<file path="src/rtl/cop0_unit_pkg.sv">
// Shared constants for the coprocessor-0 unit: register indices, exception codes,
// field positions, instruction encodings and the trap FSM state type.
package cop0_unit_pkg;

    localparam logic [4:0] REG_COUNT   = 5'd9;
    localparam logic [4:0] REG_COMPARE = 5'd11;
    localparam logic [4:0] REG_STATUS  = 5'd12;
    localparam logic [4:0] REG_CAUSE   = 5'd13;
    localparam logic [4:0] REG_EPC     = 5'd14;
    localparam logic [4:0] REG_PRID    = 5'd15;

    localparam logic [4:0] EXC_INT = 5'd0;
    localparam logic [4:0] EXC_SYS = 5'd8;

    localparam int ST_IE     = 0;
    localparam int ST_EXL    = 1;
    localparam int ST_IM_LO  = 10;
    localparam int ST_IM_HI  = 15;

    localparam logic [5:0] OP_COP0    = 6'b010000;
    localparam logic [5:0] OP_SPECIAL = 6'b000000;
    localparam logic [5:0] FN_SYSCALL = 6'b001100;
    localparam logic [4:0] RS_MTC0    = 5'b00100;
    localparam logic [4:0] RS_ERET    = 5'b10000;
    localparam logic [1:0] COPWR_ACT  = 2'b01;

    typedef enum logic {
        S_RUN  = 1'b0,
        S_TRAP = 1'b1
    } cop0_state_e;

endpackage

</file>
<file path="src/rtl/cop0_int_sync.sv">
// Multi-flop synchroniser for the six asynchronous external interrupt lines.
module cop0_int_sync #(
    parameter int SYNC_STAGES = 2
) (
    input  logic       clk,
    input  logic       rst_n,
    input  logic [5:0] i_async,
    output logic [5:0] o_sync
);

    logic [SYNC_STAGES-1:0][5:0] r_sync;

    // NOTE: non-blocking assignments so each stage captures the previous stage's old value.
    always_ff @(posedge clk or negedge rst_n) begin
        if (!rst_n) begin
            r_sync <= '0;
        end else begin
            r_sync <= {r_sync[SYNC_STAGES-2:0], i_async};
        end
    end

    assign o_sync = r_sync[SYNC_STAGES-1];

endmodule

</file>
<file path="src/rtl/cop0_unit.sv">
// Coprocessor-0: Status/Cause/EPC/PRId, MTC0/MFC0/SYSCALL/ERET and a registered PC redirect.
// Optional Count/Compare timer is built when COP0_TIMER_EN is defined.
module cop0_unit
    import cop0_unit_pkg::*;
#(
    parameter logic [31:0] HANDLER_ADDR = 32'h0000_0080,
    parameter logic [31:0] PRID         = 32'h0000_0001,
    parameter int          SYNC_STAGES  = 2
) (
    input  logic        clk,
    input  logic        rst_n,
    input  logic        inst_valid,
    input  logic [31:0] ins,
    input  logic [1:0]  copWr,
    input  logic [31:0] pc,
    input  logic [31:0] rt_data,
    input  logic [5:0]  hw_int,
    output logic [31:0] cop_rdata,
    output logic        flush,
    output logic        redirect,
    output logic [31:0] redirect_pc
);

    cop0_state_e r_state, w_state_nxt;

    logic        r_ie, r_exl;
    logic [5:0]  r_im;
    logic [4:0]  r_exc_code;
    logic [31:0] r_epc, r_redirect_pc;

    logic [5:0]  w_hw_sync, w_ip;
    logic [31:0] w_count, w_compare;
    logic [5:0]  w_op, w_func;
    logic [4:0]  w_rs, w_rd;
    logic        w_cop_act, w_is_mtc0, w_is_eret, w_is_syscall;
    logic        w_accept, w_int_req, w_take_int, w_take_sys, w_take_eret, w_trap, w_mtc0_we;
    logic        w_unused_bits;

    cop0_int_sync #(.SYNC_STAGES(SYNC_STAGES)) u_int_sync (
        .clk     (clk),
        .rst_n   (rst_n),
        .i_async (hw_int),
        .o_sync  (w_hw_sync)
    );

    assign w_op   = ins[31:26];
    assign w_rs   = ins[25:21];
    assign w_rd   = ins[15:11];
    assign w_func = ins[5:0];

    assign w_cop_act    = (copWr == COPWR_ACT);
    assign w_is_mtc0    = w_cop_act && (w_op == OP_COP0) && (w_rs == RS_MTC0);
    assign w_is_eret    = w_cop_act && (w_op == OP_COP0) && (w_rs == RS_ERET);
    assign w_is_syscall = w_cop_act && (w_op == OP_SPECIAL) && (w_func == FN_SYSCALL);

    // Interrupt outranks SYSCALL outranks ERET; a taken trap also cancels a coincident MTC0.
    assign w_accept    = (r_state == S_RUN) && inst_valid;
    assign w_int_req   = r_ie && !r_exl && |(w_ip & r_im);
    assign w_take_int  = w_accept && w_int_req;
    assign w_take_sys  = w_accept && !w_int_req && w_is_syscall;
    assign w_take_eret = w_accept && !w_int_req && !w_is_syscall && w_is_eret;
    assign w_trap      = w_take_int || w_take_sys || w_take_eret;
    assign w_mtc0_we   = w_accept && w_is_mtc0 && !w_trap;

    always_ff @(posedge clk or negedge rst_n) begin
        if (!rst_n) begin
            r_state <= S_RUN;
        end else begin
            r_state <= w_state_nxt;
        end
    end

    // NOTE: every output of this block gets a default first, so no latch is inferred.
    always_comb begin
        w_state_nxt = r_state;
        flush       = 1'b0;
        redirect    = 1'b0;
        case (r_state)
            S_RUN: begin
                flush = w_take_int;
                if (w_trap) w_state_nxt = S_TRAP;
            end
            S_TRAP: begin
                redirect    = 1'b1;
                w_state_nxt = S_RUN;
            end
            default: w_state_nxt = S_RUN;
        endcase
    end

    always_ff @(posedge clk or negedge rst_n) begin
        if (!rst_n) begin
            r_ie          <= 1'b0;
            r_exl         <= 1'b0;
            r_im          <= '0;
            r_exc_code    <= '0;
            r_epc         <= '0;
            r_redirect_pc <= '0;
        end else begin
            if (w_mtc0_we) begin
                case (w_rd)
                    REG_STATUS: begin
                        r_ie  <= rt_data[ST_IE];
                        r_exl <= rt_data[ST_EXL];
                        r_im  <= rt_data[ST_IM_HI:ST_IM_LO];
                    end
                    REG_EPC: r_epc <= rt_data;
                    default: ;
                endcase
            end
            if (w_take_int || w_take_sys) begin
                r_epc         <= pc;
                r_exc_code    <= w_take_int ? EXC_INT : EXC_SYS;
                r_exl         <= 1'b1;
                r_redirect_pc <= HANDLER_ADDR;
            end else if (w_take_eret) begin
                r_exl         <= 1'b0;
                r_redirect_pc <= r_epc;
            end
        end
    end

`ifdef COP0_TIMER_EN
    logic [31:0] r_count, r_compare;
    logic        r_timer_pend, r_timer_armed;

    // The armed flop keeps the Count==Compare==0 state right after reset from firing.
    always_ff @(posedge clk or negedge rst_n) begin
        if (!rst_n) begin
            r_count       <= '0;
            r_compare     <= '0;
            r_timer_pend  <= 1'b0;
            r_timer_armed <= 1'b0;
        end else begin
            r_timer_armed <= 1'b1;
            if (w_mtc0_we && (w_rd == REG_COUNT)) r_count <= rt_data;
            else                                  r_count <= r_count + 32'd1;
            if (w_mtc0_we && (w_rd == REG_COMPARE)) begin
                r_compare    <= rt_data;
                r_timer_pend <= 1'b0;
            end else if (r_timer_armed && (r_count == r_compare)) begin
                r_timer_pend <= 1'b1;
            end
        end
    end

    assign w_count       = r_count;
    assign w_compare     = r_compare;
    assign w_ip          = {r_timer_pend, w_hw_sync[4:0]};
    assign w_unused_bits = ^{ins[20:6], w_hw_sync[5]};
`else
    assign w_count       = '0;
    assign w_compare     = '0;
    assign w_ip          = w_hw_sync;
    assign w_unused_bits = ^ins[20:6];
`endif

    always_comb begin
        cop_rdata = '0;
        case (w_rd)
            REG_COUNT:   cop_rdata = w_count;
            REG_COMPARE: cop_rdata = w_compare;
            REG_STATUS:  cop_rdata = {16'd0, r_im, 8'd0, r_exl, r_ie};
            REG_CAUSE:   cop_rdata = {16'd0, w_ip, 3'd0, r_exc_code, 2'd0};
            REG_EPC:     cop_rdata = r_epc;
            REG_PRID:    cop_rdata = PRID;
            default:     cop_rdata = '0;
        endcase
    end

    assign redirect_pc = r_redirect_pc;

endmodule

</file>
<file path="config.mk">
export PLATFORM = sky130hd
export DESIGN_NAME = cop0_unit
export DESIGN_NICKNAME = d
export VERILOG_FILES = /design/src/rtl/cop0_unit_pkg.sv /design/src/rtl/cop0_int_sync.sv /design/src/rtl/cop0_unit.sv
export SDC_FILE = /design/constraint.sdc
export NUM_CORES = 1
export LEC_CHECK = 0
export BUFFER_PORTS_ARGS = -buffer_cell sky130_fd_sc_hd__buf_2
export CAP_MARGIN = 0
export CORE_MARGIN = 4
export CORE_UTILIZATION = 28
export CTS_CLUSTER_DIAMETER = 40
export CTS_CLUSTER_SIZE = 12
export DETAILED_ROUTE_END_ITERATION = 7
export PLACE_DENSITY = 0.53
export SYNTH_ARGS = -nofsm -noshare
export SYNTH_HDL_FRONTEND = slang
export SYNTH_HIERARCHICAL = 1
export SYNTH_SLANG_ARGS = --single-unit
export TNS_END_PERCENT = 30
</file>
<file path="constraint.sdc">
create_clock -name clk -period 5 [get_ports clk]
set_input_delay 0.25 -clock clk [delete_from_list [all_inputs] [get_ports clk]]
set_output_delay 0.25 -clock clk [all_outputs]
set_load 0.005 [all_outputs]
</file>
==> metrics.md <==
| Metric | Value |
|---|---|
| Status | finished, final reports clean |
| Rows | 43 |
| Initial core utilization | 28.9% |
| Layout cells sized above 1 | 35.6% |
| Setup TNS | 0 ps |
| Area leader, netlist | dfrtp_1 |
| F_max | 371 MHz |
| Crit path capture | r_epc[9] |
| Avg WL per Cell | 16.1 um |
| CTS buffer count | 9 |
| Syn Inst Count | 411 |
| Reg2reg end | r_epc[9] |
| Sequential share of the synthesized area | 52.8% |
| Crit-path max FO | 42 |
| Post-layout net count | 672 |
| Worst r2r path cells | 5 |
| Crit path DAT | 2910 ps |
| Clock buffer depth | 2 |
| Antenna cells | 0 |
| CTS sink cnt | 86 |
| Initial DRT Pass Iterations | 4 |
| Clock latency on the worst-skew pair | 350 ps |
| Req. time, crit path | 5220 ps |
| Most common cell after layout, fill and taps aside | buf_2 |
| Mean Syn Cell Area | 9.92 um^2 |
| Synth Register Bits | 86 |
| IO Port Bufs | 162 |
| Setup violators final | 0 |
| DRC | 0 |
| Vias per inst | 4.74 |
| Critical path startpoint category | flip-flop |
| Post-Synth XOR/XNOR Area | 0% |
| Mux share of post-synthesis cell area | 11.5% |
| Min-Delay Path Class | in -> reg |
| Crit path kind | reg -> reg |
| Adder-cell share of the synthesized area | 0% |
| Global Route Usage Sum | 14.7% |
| Post-CTS Setup Inserts | 0 |
| Vias in the first global route | 3624 |
| CTS tree | done |
| Post-route ant nets | 0 |
| 1st-iter DRT viols | 156 |
| Commonest non-fill, non-tap cells in the layout | buf_2, dfrtp_1, nand2_1 |
| CTS root buffer | clkbuf_16 |
| Max-slew headroom | 31.2% |
| YS warnings | 6 |
| Synth Area in Compound Gates | 10.7% |
| Share of the synthesized area in the top cell type | 52.8% |
| Initial antenna violation count | 0 |
| Synthesized area | 4080 um^2 |
| Boundary pin count | 173 |
| Total grt overflow | 0 |
| Setup crit start | r_state |
| Critical Path End Type | flip-flop |
| Area contributors post-synth | dfrtp_1, mux2i_1, nand2_1, a21oi_1, nand3_1 |
| Unrepaired setup endpoints after global routing | false |
| Reg2Reg Launch Point | r_state |
| Design Power | 1.44 mW |
| Max Cap Viol | 0 |
| R2r setup slk | 2300 ps |
| Largest family of logic cells by synthesized area | simple AND/OR/NAND/NOR gates |
| Area grow syn2layout | 31.6% |
| Net Count, Synth | 518 |
| Worst vdd ir | 0.150 mV |
| Final period util | 53.9% |
| Synth cell types | 35 |
| Fin. Hold Viols | 0 |
| Worst slew pin tran | 1030 ps |
| Die ar. | 16600 um^2 |
| Slew Viols, Final | 0 |
| Cell area power density | 269 nW/um^2 |
| Routed Wire Length | 12000 um |
| Final min period | 2700 ps |
| Wire length of the first global-routing pass | 19100 um |
| Routability Congestion | 0.829 |
| Die H | 129 um |
| Simple-Gate Fraction of Synth Area | 19.6% |
| H-tree Lvls | 3 |
| Leakage | 2.90 nW |
| Filler cell count | 1466 |
| Via count | 3557 |
| Skew final | 7.29 ps |
| Reg clk slew, reported paths | 70 ps |
| Largest net degree at the start of global routing | 68 |
| Die Wd | 129 um |
| Placed wire-length estimate | 8840 um |
| Core box area | 14100 um^2 |
## synthesized netlist by cell type
| library cell | n |
|---|---|
| nor4_4 | 1 |
| a21oi_1 | 39 |
| clkbuf_1 | 13 |
| o21ai_0 | 25 |
| o21bai_1 | 1 |
| o211ai_1 | 1 |
| nor2b_1 | 3 |
| nand3_1 | 34 |
| and4b_1 | 1 |
| nor2_1 | 20 |
| nor4bb_1 | 1 |
| o22ai_1 | 1 |
| o311ai_0 | 1 |
| or3b_2 | 1 |
| nor3_1 | 2 |
| mux2i_1 | 39 |
| nand4b_1 | 1 |
| nand2b_1 | 3 |
| buf_4 | 9 |
| nor2_4 | 1 |
| or4b_1 | 1 |
| buf_2 | 7 |
| a22o_1 | 4 |
| inv_1 | 3 |
| or4_4 | 2 |
| o31ai_1 | 1 |
| o21ai_1 | 7 |
| o21ai_2 | 1 |
| mux2_2 | 7 |
| nand2_1 | 65 |
| buf_6 | 5 |
| and2_1 | 23 |
| nand3b_1 | 1 |
| nor4b_1 | 1 |
| dfrtp_1 | 86 |
## cell families after synthesis
kind of cell | count (synthesis)
AND/OR/NAND/NOR | 161
flip-flops | 86
AO/OA/AOI/OAI | 81
multiplexers | 46
buffers and inverters | 37
## cell type report
| type | instances | area [um^2] | area share, % |
|---|---|---|---|
| Clock buffer | 9 | 225 | 4.20 |
| Tap cell | 180 | 225 | 4.20 |
| Sequential cell | 86 | 2150 | 40.1 |
| Timing Repair Buffer | 177 | 943 | 17.6 |
| Multi-Input combinational cell | 288 | 1740 | 32.4 |
| Inverter | 3 | 11.3 | 0.210 |
| Clock inverter | 7 | 71.3 | 1.33 |
## state kept, by name (all words and copies together) (netlist names)
register	cells
r_exl	1
r_epc	32
r_exc_code	1
u_int_sync/r_sync	6
r_state	1
r_ie	1
r_im	6
redirect_pc	32
u_int_sync/o_sync	6
## worst max-delay path, stage by stage (launching register included)
cell and delay (ps):
dfrtp_1 420, nand2b_1 210, or4_4 570, o21ai_4 810
buf_4 410, o21ai_0 140
## per-stage QoR
step	worst slack, ps	area (um^2)	util (%)	instances	hold slack (ps)
CTS	2300	5370	38.1	750	85.3
global placement	2100	5000	35.5	727	143
finish	2300	5370	38.1	750	101
floorplan	2910	4080	-	411	-45.6
detailed placement	2030	5000	35.5	727	145
global route	2070	5370	38.1	750	98.8
## per-layer routing
metal / GRT usage (%) / wire length, um / up-vias
li1: - / - / 1721
met5: 0 / 0 / -
met2: 24.2 / 5830 / 106
met1: 19.1 / 5290 / 1719
met4: 4.76 / 191 / 0
met3: 3.61 / 738 / 11
## how the worst min path moves through the flow
stage | startpoint | end | cells past startpoint
final | pc[17] | r_epc[17] | 3
after global routing | pc[19] | r_epc[19] | 3
after CTS | pc[17] | r_epc[17] | 3
after detailed placement | rst_n | r_epc[29] | 1
after global placement | rst_n | r_epc[30] | 1
after floorplan | rst_n | r_epc[0] | 0
## power breakdown
group / total (mW) / internal [mW] / switching (mW) / leakage [nW]
Sequential: 0.703 / 0.701 / 0.00230 / 1.17
Clock: 0.666 / 0.355 / 0.311 / 0.148
Combinational: 0.0755 / 0.0379 / 0.0376 / 1.57
Total: 1.44 / 1.09 / 0.351 / 2.90
## what timing repair did
action,4_1_cts,5_1_grt
resized for setup,0,0
hold buffers,7,0
endpoints found under the hold margin,25,0
setup endpoints to repair,0,0
Note: power is estimated with default switching activity, not from simulation.
